===== config.mk =====
export PLATFORM = sky130hd
export DESIGN_NAME = pipelined_borrow_subtractor
export DESIGN_NICKNAME = d
export VERILOG_FILES = /design/src/rtl/pipelined_borrow_subtractor.sv
export SDC_FILE = /design/constraint.sdc
export NUM_CORES = 1
export LEC_CHECK = 0
export BUFFER_PORTS_ARGS = -buffer_cell sky130_fd_sc_hd__buf_2
export CAP_MARGIN = 10
export CORE_ASPECT_RATIO = 0.7
export CORE_MARGIN = 1.5
export CORE_UTILIZATION = 57
export DETAILED_ROUTE_END_ITERATION = 16
export GPL_TIMING_DRIVEN = 0
export PLACE_DENSITY = 0.84
export SETUP_SLACK_MARGIN = 0.5
export SLEW_MARGIN = 20
export SYNTH_ARGS = -nofsm -noshare
export SYNTH_HDL_FRONTEND = slang
export SYNTH_SLANG_ARGS = --single-unit

===== constraint.sdc =====
create_clock -name clk -period 3.1 [get_ports clk]
set_clock_uncertainty 0.2 [all_clocks]
set_input_delay 0.62 -clock clk [delete_from_list [all_inputs] [get_ports clk]]
set_output_delay 0.62 -clock clk [all_outputs]
set_load 0.005 [all_outputs]

===== src/rtl/pipelined_borrow_subtractor.sv =====
// pipelined_borrow_subtractor
//   Registered subtractor: diff = a - b - bi (mod 2^SIZE), bo = borrow-out.
//   The borrow chain is cut into CHUNK-bit slices. Each slice is resolved in
//   its own pipeline stage, so the latency is STAGES = SIZE/CHUNK cycles.
//   Stage registers stall as a unit whenever the output is held.
//
// Ports
//   clk        clock; all state updates on the rising edge
//   rst        synchronous active-high reset
//   in_valid   upstream offers a, b, bi
//   in_ready   operand set is accepted this cycle (combinational)
//   a, b, bi   minuend, subtrahend, borrow-in
//   out_valid  diff/bo hold a valid result
//   out_ready  downstream accepts the result
//   diff, bo   difference and borrow-out (registered)
//
// SIZE must be a multiple of CHUNK. SIZE == CHUNK gives a single stage.

module pipelined_borrow_subtractor #(
    parameter int unsigned SIZE  = 8,
    parameter int unsigned CHUNK = 2
) (
    input  logic            clk,
    input  logic            rst,
    input  logic            in_valid,
    output logic            in_ready,
    input  logic [SIZE-1:0] a,
    input  logic [SIZE-1:0] b,
    input  logic            bi,
    output logic            out_valid,
    input  logic            out_ready,
    output logic [SIZE-1:0] diff,
    output logic            bo
);

    localparam int unsigned STAGES = SIZE / CHUNK;

    // Ripple-borrow across one CHUNK-bit slice; returns {borrow_out, diff_slice}.
    function automatic logic [CHUNK:0] slice_sub(
        input logic [CHUNK-1:0] x,
        input logic [CHUNK-1:0] y,
        input logic             br_in
    );
        logic [CHUNK-1:0] d;
        logic             br;
        d  = '0;
        br = br_in;
        for (int i = 0; i < CHUNK; i++) begin
            d[i] = x[i] ^ y[i] ^ br;
            br   = (~x[i] & y[i]) | (~(x[i] ^ y[i]) & br);
        end
        return {br, d};
    endfunction

    // Pipeline state. a_q/b_q hold the operands shifted right so that the
    // next stage always finds its slice in the low CHUNK bits (operand skew).
    // diff_q accumulates the slices already resolved.
    logic [SIZE-1:0]            a_q    [STAGES];
    logic [SIZE-1:0]            b_q    [STAGES];
    logic [SIZE-1:0]            diff_q [STAGES];
    logic [STAGES-1:0]          br_q;
    logic [STAGES-1:0]          vld_q;

    // Combinational slice results, one per stage.
    logic [STAGES-1:0][CHUNK:0] slice_c;

    // Whole pipeline moves together unless a finished result is being held.
    logic adv;
    assign adv      = !vld_q[STAGES-1] || out_ready;
    assign in_ready = adv;

    // Per-stage borrow slice: stage 0 works on the live inputs, later stages
    // on the skewed operands and registered borrow of the stage before.
    for (genvar s = 0; s < STAGES; s++) begin : g_stage
        logic [CHUNK-1:0] x;
        logic [CHUNK-1:0] y;
        logic             br_in;

        if (s == 0) begin : g_first
            assign x     = a[CHUNK-1:0];
            assign y     = b[CHUNK-1:0];
            assign br_in = bi;
        end else begin : g_next
            assign x     = a_q[s-1][CHUNK-1:0];
            assign y     = b_q[s-1][CHUNK-1:0];
            assign br_in = br_q[s-1];
        end

        assign slice_c[s] = slice_sub(x, y, br_in);
    end

    // Stage registers; reset wins over any handshake in the same cycle.
    always_ff @(posedge clk) begin
        if (rst) begin
            vld_q <= '0;
            br_q  <= '0;
            for (int s = 0; s < STAGES; s++) begin
                a_q[s]    <= '0;
                b_q[s]    <= '0;
                diff_q[s] <= '0;
            end
        end else if (adv) begin
            vld_q[0]  <= in_valid;
            br_q[0]   <= slice_c[0][CHUNK];
            diff_q[0] <= SIZE'(slice_c[0][CHUNK-1:0]);
            a_q[0]    <= a >> CHUNK;
            b_q[0]    <= b >> CHUNK;
            for (int s = 1; s < STAGES; s++) begin
                vld_q[s]  <= vld_q[s-1];
                br_q[s]   <= slice_c[s][CHUNK];
                diff_q[s] <= diff_q[s-1]
                           | (SIZE'(slice_c[s][CHUNK-1:0]) << (s * CHUNK));
                a_q[s]    <= a_q[s-1] >> CHUNK;
                b_q[s]    <= b_q[s-1] >> CHUNK;
            end
        end
    end

    // Final stage drives the outputs directly.
    assign out_valid = vld_q[STAGES-1];
    assign diff      = diff_q[STAGES-1];
    assign bo        = br_q[STAGES-1];

endmodule

Word level (Yosys, flattened, before mapping)
Memory sizes are Yosys's and may differ from the RTL's.
Index checks and enable logic that the tools add are counted.
{"block": "totals", "register_bits": 8, "latch_bits": 0, "ramBits": 80, "mem_bits_ro": 0, "in_bits": 21, "output_inout_bits": 11, "wordCells": 95, "mem_count": 3}
{"name": "diff_q", "words": 4, "word_bits": 8, "read_ports": 4, "rd_clocked_by_memory_dff": 0, "write_ports": 4, "line_no": "60", "source": "logic [SIZE-1:0] diff_q [STAGES];"}
{"name": "a_q", "words": 4, "word_bits": 6, "read_ports": 3, "rd_clocked_by_memory_dff": 0, "write_ports": 4, "line_no": "58", "source": "logic [SIZE-1:0] a_q [STAGES];"}
{"name": "b_q", "words": 4, "word_bits": 6, "read_ports": 3, "rd_clocked_by_memory_dff": 0, "write_ports": 4, "line_no": "59", "source": "logic [SIZE-1:0] b_q [STAGES];"}
{"block": "classes", "add_sub_neg": 0, "n_mul": 0, "div_mod_pow": 0, "magnitude_cmp": 0, "eq_ne": 0, "shifts": 0, "mux": 17, "bitwise_logic": 71, "reduce_logical": 2}
{"op": "6-bit two-way mux", "count": 8}
{"op": "8-bit two-way mux", "count": 4}
{"op": "1-bit bitwise OR", "count": 20}
{"op": "1-bit bitwise AND", "count": 16}
{"op": "1-bit inverter", "count": 16}
{"op": "1-bit XOR", "count": 16}
{"op": "8-bit by 4-bit bitwise OR with 8-bit output", "count": 1}
{"op": "8-bit by 6-bit bitwise OR with 8-bit output", "count": 1}
{"op": "8-bit bitwise OR", "count": 1}
{"op": "1-bit two-way mux", "count": 5}
{"op": "1-bit zero test", "count": 1}
{"op": "1-bit logical OR", "count": 1}

Depth between registers and ports, before layout
Gate-level depths: netlist (run 1).
An unclocked memory read counts as a cell.
{"block": "depth", "depth_word": 8, "depth_mapped": 5, "depth_no_buf": 5}

Least setup slack after synthesis (run 1)
No wires, ideal clock.
{"block": "synth_timing", "kind": "input to register", "startpoint": "input rst", "endpoint": "memory a_q[0][0] (netlist name) (enable)", "setup_ns": 0.409, "arrival_ns": 2.112, "required_ns": 2.491, "slack_ns": 0.379, "stages": 3, "n_path_buf": 2, "path_cell_list": "buf_2 buf_2 nand2b_1"}
{"item": "from (decl)", "line_no": "24", "source": "input logic rst,"}
{"item": "to (decl)", "line_no": "58"}

==> reports/qor.txt, run 1 <==
commonest non-fill, non-tap cells in the layout: edfxtp_1 (44), nor3b_2 (36), buf_2 (35)
Top Ports: 32
Final Max Slew Viols: 0
vias post-DR: 1,261
Net Count, Synth: 184
width of the die: 81.8 um
crit end category: flop
H-tree levels: 2
CTS Buffer Depth: 2
area delta synth->final: 12.9%
Tot GR Track Use: 18.1%
Fmax: 448 MHz
GPL Wtd Cong: 0.790
setup_tns: 0 ps
FP Rows: 19
fin nets: 221
antenna violations before repair: 0
cell area after synthesis: 0.00247 mm2
Synth Area in XOR/XNOR: 0%
status: finished, final reports clean
detailed placement HPWL: 2400 um
cts repair resizes: 0
simple-gate share of the synthesized area: 23.3%
# diodes: 0
I/O Buffers: 30
residual DRC count: 0
Die Y: 58.1 um
critical path type: primary input to flop
Final period util: 72.0%
Clock Root Buffer: clkbuf_8
via count of the first global-routing pass: 1,323
Tot Pwr: 1400 uW
Pre-antenna DRT Iters: 4
Routed WL per cell: 14.9 um
largest net degree at the start of global routing: 45
largest family of logic cells by synthesized area: simple AND/OR/NAND/NOR gates
Core Box Area: 0.00404 mm2
HP Class: flop to flop
Worst EP arrival: 1960 ps
largest vdd supply drop: 375 uV
share of post-route cells with drive strength above 1: 48.4%
Adder-Cell Fraction of Synth Area: 6.47%
Congestion Overflow GR: 0
Crit Path Max Fanout: 44
Final min period: 2230 ps
Mean Syn Cell Area: 16.0 um2
vias per std cell: 5.17
Clock Pin Slew Worst Setup and Hold Paths: 90 ps
TritonCTS clock tree: yes
final WL: 3650 um
final hold slack: 257 ps
register area share after synthesis: 59.9%
Worst Path Required: 2820 ps
Synth Area in Compound Gates: 1.62%
RSZ-0062 raised after global routing: false
number of max-cap violations: 0
Initial Util: 61.2%
synth warn: 0
P per Cell Area: 500 mW/mm2
ANT nets after route: 0
Skew-Pair Late Insertion Delay: 300 ps
clock buffer count from CTS: 5
final hold vios: 0
Mapped Cells: 155
Setup-failing EPs final: 0
Die Area: 0.00475 mm2
relative slew slack: 29.8%
setup repair bufs after CTS: 0
Hold-fix buffers, CTS: 0
Synth cell types: 19
commonest non-fill, non-tap cell in the layout: edfxtp_1
Worst Max-Slew Pin Slew: 1050 ps
Seq cells post-synth: 52
clock sinks: 52
multiplexer share of the synthesized area: 0.809%
initial DRC count: 72
crit start category: primary input
first-pass GRT wire length: 6090 um
Leakage: 0.00116 uW
==> cells in the mapped netlist (all sizes together) <==
master   number  area share, %
nand2b        4            1.0
nand4bb       1           0.45
buf          18            5.7
a21oi         1           0.20
mux2i         2           0.81
dfxtp         8            6.5
o21ai         1           0.20
fa            8            6.5
inv          14            2.1
nor3b        44             21
nor3          4           0.81
nor2b         1           0.35
a211oi        4            1.2
clkbuf        1           0.15
edfxtp       44             53
==> stage by stage <==
step | util (%) | cells | setup WS [ps] | instance area, um2
2_1_floorplan | - | 155 | 884 | 2480
3_5_place_dp | 66.6 | 237 | 538 | 2690
3_3_place_gp | 66.6 | 237 | 580 | 2690
6_report | 69.2 | 244 | 867 | 2800
5_1_grt | 69.2 | 244 | 747 | 2800
4_1_cts | 69.2 | 244 | 856 | 2800
==> final timing paths <==
kind / from / to / slack [ps] / cells after the start
setup / recovery: rst / b_q[0][2] / 870 / 3
hold / removal: vld_q[2] / vld_q[3] / 260 / 2
setup reg to reg: vld_q[3] / b_q[0][2] / 990 / 3
hold reg to reg: vld_q[2] / vld_q[3] / 260 / 2
==> power by group <==
group,switching (uW),leakage [uW],internal (uW),total [uW]
registers,14.4,0.000587,805,820
logic,58.6,0.000520,76.1,135
clock network,205,0.0000513,237,442
==> cell type report <==
cell class	count	area, um2
Sequential cell	52	1480
Fill cell	279	1250
Multi-Input combinational cell	70	798
Timing Repair Buffer	30	150
Buffer	19	145
Clock buffer	6	72.6
Tap cell	52	65.1
Inverter	14	52.6
Clock inverter	1	30.0
==> per-layer routing <==
layer | track usage, % | up-vias | part of all wire, % | wire length [um]
met5 | 0 | - | 0 | 0
met2 | 28.0 | 28 | 49 | 1770
met4 | 7.51 | 0 | 1.6 | 60
met1 | 23.2 | 608 | 45 | 1640
met3 | 6.61 | 7 | 4.7 | 170
li1 | - | 618 | - | -
==> critical path, stage by stage <==
cell and delay [ps]:
buf_2 150, buf_2 290, nand2b_2 880
==> flip-flops by register name, indices dropped and copies added (netlist names) <==
register	cells
diff_q	20
vld_q	4
a_q	12
b_q	12
br_q	4
==> kinds of logic after synthesis <==
group	after synthesis
AND/OR/NAND/NOR	54
AO/OA/AOI/OAI	6
adder cells (fa/ha/maj)	8
flip-flops	52
buffers and inverters	33
multiplexers	2
No activity file was read; power rests on OpenSTA's default activity.
==> run 2, diff against run 1 <==
- CORE_UTILIZATION: 57 -> 51
- PLACE_DENSITY: 0.84 -> 0.8
- clock period: 3.1 -> 1.85 ns (I/O delays scaled with it)
==> reports/qor.txt, run 2 (synthesis gave the netlist of run 1 again) <==
worst slack at placement: -61.8 ps (-600 ps)
Final period util: 99.5%
Crit Path Max Fanout: 1 (-98%)
Die Area: 0.00529 mm2 (+11%)
width of the die: 86.3 um (+5.5%)
largest registers: diff_q (20), a_q (12), b_q (12)
reg2reg setup slack: 10 ps (-980 ps)
largest net degree at the start of global routing: 45 (unchanged)
Routed WL per cell: 16.6 um (+11%)
P per Cell Area: 790 mW/mm2 (+58%)
final WL: 4180 um (+15%)
fillers: 318 (+14%)
Top Ports: 32 (unchanged)
Final Max Slew Viols: 0 (unchanged)
Tot GR Track Use: 17.3% (-0.78 points)
clock sinks: 52 (unchanged)
antenna violations before repair: 0 (unchanged)
Core Box Area: 0.00450 mm2 (+11%)
largest vdd supply drop: 435 uV (+16%)
Worst Path Required: 1720 ps (-1100 ps)
commonest non-fill, non-tap cells in the layout: edfxtp_1 (44), nor3b_2 (36), buf_2 (23)
Setup-failing EPs final: 0 (unchanged)
Worst Max-Slew Pin Slew: 627 ps (-426 ps)
detailed placement HPWL: 2540 um (+5.9%)
Leakage: 0.00121 uW (+4.2%)
vias post-DR: 1,312 (+4.0%)
ANT nets after route: 0 (unchanged)
clock buffer count from CTS: 5 (unchanged)
Final WS setup: 9.99 ps (-857 ps)
GPL Wtd Cong: 0.797 (+0.87%)
uppermost layer routed: met4
routed wl met2: 2060 um (+16%)
final hold vios: 0 (unchanged)
RSZ-0062 raised after global routing: true
Pre-antenna DRT Iters: 4 (unchanged)
setup repair bufs after CTS: 0 (unchanged)
H-tree levels: 2 (unchanged)
Clock Root Buffer: clkbuf_8
Final min period: 1840 ps
crit end category: flop
met3 WL: 132 um (-22%)
HP Class: primary input to flop
CTS Buffer Depth: 2 (unchanged)
TritonCTS clock tree: yes
placed cells: 240 (+1.3%)
Skew-Pair Late Insertion Delay: 310 ps (about the same)
Fmax: 543 MHz
number of max-cap violations: 0 (unchanged)
wl on met1: 1900 um (+15%)
crit start category: flop
Finished Layout Cells: 251 (+2.9%)
relative slew slack: 58.2% (+28 points)
Initial Util: 54.9% (-6.3 points)
share of post-route cells with drive strength above 1: 59.2% (+11 points)
fin nets: 224 (+1.4%)
FP Rows: 20 (+1)
max FFs per register: 20 (unchanged)
final hold slack: 127 ps (-129 ps)
vias per std cell: 5.23 (+1.1%)
via count of the first global-routing pass: 1,315 (-0.60%)
commonest non-fill, non-tap cell in the layout: edfxtp_1
Congestion Overflow GR: 0 (unchanged)
residual DRC count: 0 (unchanged)
status: finished, final reports clean
Clock Pin Slew Worst Setup and Hold Paths: 90 ps (about the same)
Die Y: 61.3 um (+5.4%)
critical path type: flop to flop
initial DRC count: 71 (-1.4%)
# diodes: 0 (unchanged)
Worst EP arrival: 1710 ps (-250 ps)
I/O Buffers: 30 (unchanged)
Hold-fix buffers, CTS: 0 (unchanged)
first-pass GRT wire length: 6490 um (+6.5%)
Top reg by flops: diff_q
area delta synth->final: 21.1%
## run 2: worst paths after layout
check	start	endpoint	cells past startpoint
min	in_valid	vld_q[0]	3
max	b_q[0][12]	diff_q[0][31]	4
min reg2reg	vld_q[2]	vld_q[3]	2
max reg2reg	b_q[0][12]	diff_q[0][31]	4
## run 2: critical path, cell delays in order, from the launching register on
cell,delay [ps]
edfxtp_1,410
fa_2,370
inv_2,70
fa_2,400
nor3b_2,160
## run 2: repair_timing
action | 4_1_cts | 5_1_grt
gates resized for setup | 18 | 9
cloned | 0 | 3
pin swaps | 3 | 2
endpoints found under the setup margin | 98 | 98
## run 2: area by class of cell
class                           count  area (um2)  share of cell area, %
Timing Repair Buffer               30         213                   7.10
Clock buffer                        8         100                   3.34
Tap cell                           55        68.8                   2.30
Buffer                             19         193                   6.43
Inverter                           14        52.6                   1.75
Multi-Input combinational cell     73         887                   29.6
Sequential cell                    52        1480                   49.5
## run 2: power by group
part,leakage [uW],total [uW],internal (uW),switching [uW]
registers,0.000588,1380,1350,27.3
logic,0.000568,276,163,113
clock network,0.0000515,714,342,371
total,0.00121,2370,1860,512
## run 2: routing by layer
| layer | up-vias | global-route usage [%] |
|---|---|---|
| li1 | 626 | - |
| met1 | 647 | 21.3 |
| met2 | 29 | 29.4 |
| met3 | 10 | 4.16 |
| met4 | 0 | 8.99 |
| met5 | - | 0 |
## run 2: per-stage QoR
step | power, uW | utilization, % | TNS (ps) | instance area [um2]
finish | 2370 | 66.5 | 0 | 3000
global route | 2450 | 66.5 | -29.2 | 3000
CTS | 2360 | 65.0 | 0 | 2930
detailed placement | 1640 | 60.8 | -61.8 | 2740
global placement | 1630 | 60.8 | -54.8 | 2740
floorplan | 1560 | - | 0 | 2520
==> run 3, diff against run 2 <==
- CELL_PAD_IN_SITES_DETAIL_PLACEMENT: not set -> 1
- CELL_PAD_IN_SITES_GLOBAL_PLACEMENT: not set -> 2
- CORE_UTILIZATION: 51 -> 37
==> reports/qor.txt, run 3 (synthesis gave the netlist of run 1 again) <==
clock sinks: 52 (unchanged)
initial DRC count: 57 (-20%)
Initial Util: 39.1% (-16 points)
setup_tns: -63.0 ps (-63.0 ps)
TritonCTS clock tree: yes
reg2reg setup slack: -30 ps (-40 ps)
Fmax: 531 MHz (-2.2%)
CTS Buffer Depth: 2 (unchanged)
RSZ-0062 raised after global routing: true
commonest non-fill, non-tap cell in the layout: edfxtp_1
Core Box Area: 0.00634 mm2 (+41%)
relative slew slack: 30.4% (-28 points)
sw power: 549 uW (+7.2%)
worst path cell trace: fa_2 -> inv_2 -> fa_2 -> nor3b_2
failing checks: setup timing
P per Cell Area: 658 mW/mm2 (-17%)
Die Area: 0.00720 mm2 (+36%)
critical path type: flop to flop
largest registers: diff_q (20), a_q (12), b_q (12)
Tot GR Track Use: 17.5% (+0.24 points)
gr busiest metal: met2
Die Y: 71.4 um (+17%)
combinational share of power: 16.1% (+4.4 points)
Leakage: 0.00143 uW (+18%)
Clock Pin Slew Worst Setup and Hold Paths: 90 ps (about the same)
clock buffer count from CTS: 5 (unchanged)
Routed WL per cell: 19.3 um (+16%)
FP Rows: 24 (+20%)
Worst Max-Slew Pin Slew: 1040 ps (+418 ps)
antenna violations before repair: 0 (unchanged)
status: finished, violations left
width of the die: 101 um (+17%)
residual DRC count: 0 (unchanged)
Top Ports: 32 (unchanged)
area delta synth->final: 46.8%
max FFs per register: 20 (unchanged)
Crit Path Max Fanout: 1 (unchanged)
number of max-cap violations: 0 (unchanged)
Worst Path Buf+Inv: 1 (unchanged)
global-route met3 utilization: 3.90% (-0.25 points)
CP top delay family: adder cells
fin nets: 249 (+11%)
detailed placement HPWL: 2900 um (+14%)
GPL Wtd Cong: 0.785 (-1.5%)
CP dominant cell by count: fa_2
fillers: 588 (+85%)
final hold vios: 0 (unchanged)
vias per std cell: 4.62 (-12%)
CP max stage delay: 430 ps (+20 ps)
ANT nets after route: 0 (unchanged)
Top reg by flops: diff_q
share of post-route cells with drive strength above 1: 68.3% (+9.1 points)
Worst Path Required: 1710 ps (about the same)
largest net degree at the start of global routing: 15 (-67%)
Worst EP arrival: 1750 ps (+40 ps)
switching share of power: 22.9% (+1.3 points)
Pre-antenna DRT Iters: 4 (unchanged)
commonest non-fill, non-tap cells in the layout: edfxtp_1 (44), nor3b_2 (32), buf_6 (29)
H-tree levels: 2 (unchanged)
via count of the first global-routing pass: 1,628 (+24%)
crit start category: flop
GRT met1 Usage: 22.7% (+1.3 points)
Final WS setup: -32.2 ps (-42.2 ps)
Clk pwr share: 26.1% (-4.0 points)
Slowest-stage cell, CP: edfxtp_1
met2 usage: 29.8% (+0.45 points)
Sequential Area: 0.00149 mm2 (+0.25%)
area of the multi-input gates: 0.00103 mm2 (+16%)
Congestion Overflow GR: 0 (unchanged)
Hold-fix buffers, CTS: 0 (unchanged)
final WL: 6010 um (+44%)
I/O Buffers: 30 (unchanged)
Internal Power: 1840 uW (-0.63%)
crit end category: flop
Final period util: 102% (+2.3 points)
Skew-Pair Late Insertion Delay: 300 ps (about the same)
Layout Utilization: 57.3% (-9.2 points)
Final Max Slew Viols: 0 (unchanged)
# diodes: 0 (unchanged)
first-pass GRT wire length: 9030 um (+39%)
Tot Pwr: 2390 uW (+1.1%)
Clock Root Buffer: clkbuf_8
Setup-failing EPs final: 3 (+3)
HP Class: primary input to flop
largest vdd supply drop: 333 uV (-23%)
Final min period: 1880 ps (+42.2 ps)
Seq pwr share: 57.8% (-0.4 points)
vias post-DR: 1,441 (+9.8%)
## run 3: cell count changes in the layout (fill, tap and decap cells not counted), sizes merged
cell and delta:
buf +24, clkinv +1, clkbuf -1, nand2b +1
## run 3: power groups by stage
stage | sequential (uW) | combinational, uW | clock [uW]
after floorplan | 1390 | 169 | 0
after global placement | 1400 | 238 | 0
after detailed placement | 1400 | 246 | 0
after CTS | 1380 | 322 | 644
after global routing | 1390 | 415 | 684
final | 1380 | 385 | 625
## run 3: final cells by class
| cell class | instances | share of cell area, % |
|---|---|---|
| plain buffers | 19 | 6.06 |
| repair buffers | 54 | 17.7 |
| well taps | 91 | 3.13 |
| clock buffers | 7 | 2.10 |
| clock inverters | 1 | 0.103 |
| inverters | 14 | 1.58 |
| flip-flops and latches | 52 | 40.9 |
| multi-input cells | 74 | 28.4 |
## run 3: what timing repair did
action	4_1_cts	5_1_grt
endpoints found under the hold margin	0	0
buffers inserted	12	6
resized for setup	57	28
cloned	10	0
setup endpoints to repair	99	107
pin swaps	25	24
## run 3: routing by layer
metal | up-vias | routed length (um)
met5 | - | 0
met4 | 0 | 78
met3 | 10 | 213
met2 | 32 | 3090
met1 | 717 | 2630
li1 | 682 | -
## run 3: final timing paths
kind / startpoint / to / cells past startpoint
hold / removal: in_valid / vld_q[0] / 3
hold reg to reg: vld_q[2] / vld_q[3] / 2
setup / recovery: b_q[0][12] / diff_q[0][31] / 4
setup reg to reg: b_q[0][12] / diff_q[0][31] / 4
## run 3: through the flow
stage	hold slack, ps	area (um2)	setup WS (ps)	instances
2_1_floorplan	218	2520	81.4	155
3_3_place_gp	224	2780	-84.6	276
3_5_place_dp	252	2780	-96.1	276
4_1_cts	139	3420	-22.5	306
5_1_grt	173	3630	-91.0	312
6_report	170	3630	-32.2	312
## run 3: worst reg2reg max path, delay by kind of cell (launching register included)
kind / cells / cell delay, ps
buffers and inverters: 1 / 80
AND/OR/NAND/NOR: 1 / 160
adder cells (fa/ha/maj): 2 / 780
flip-flops: 1 / 430
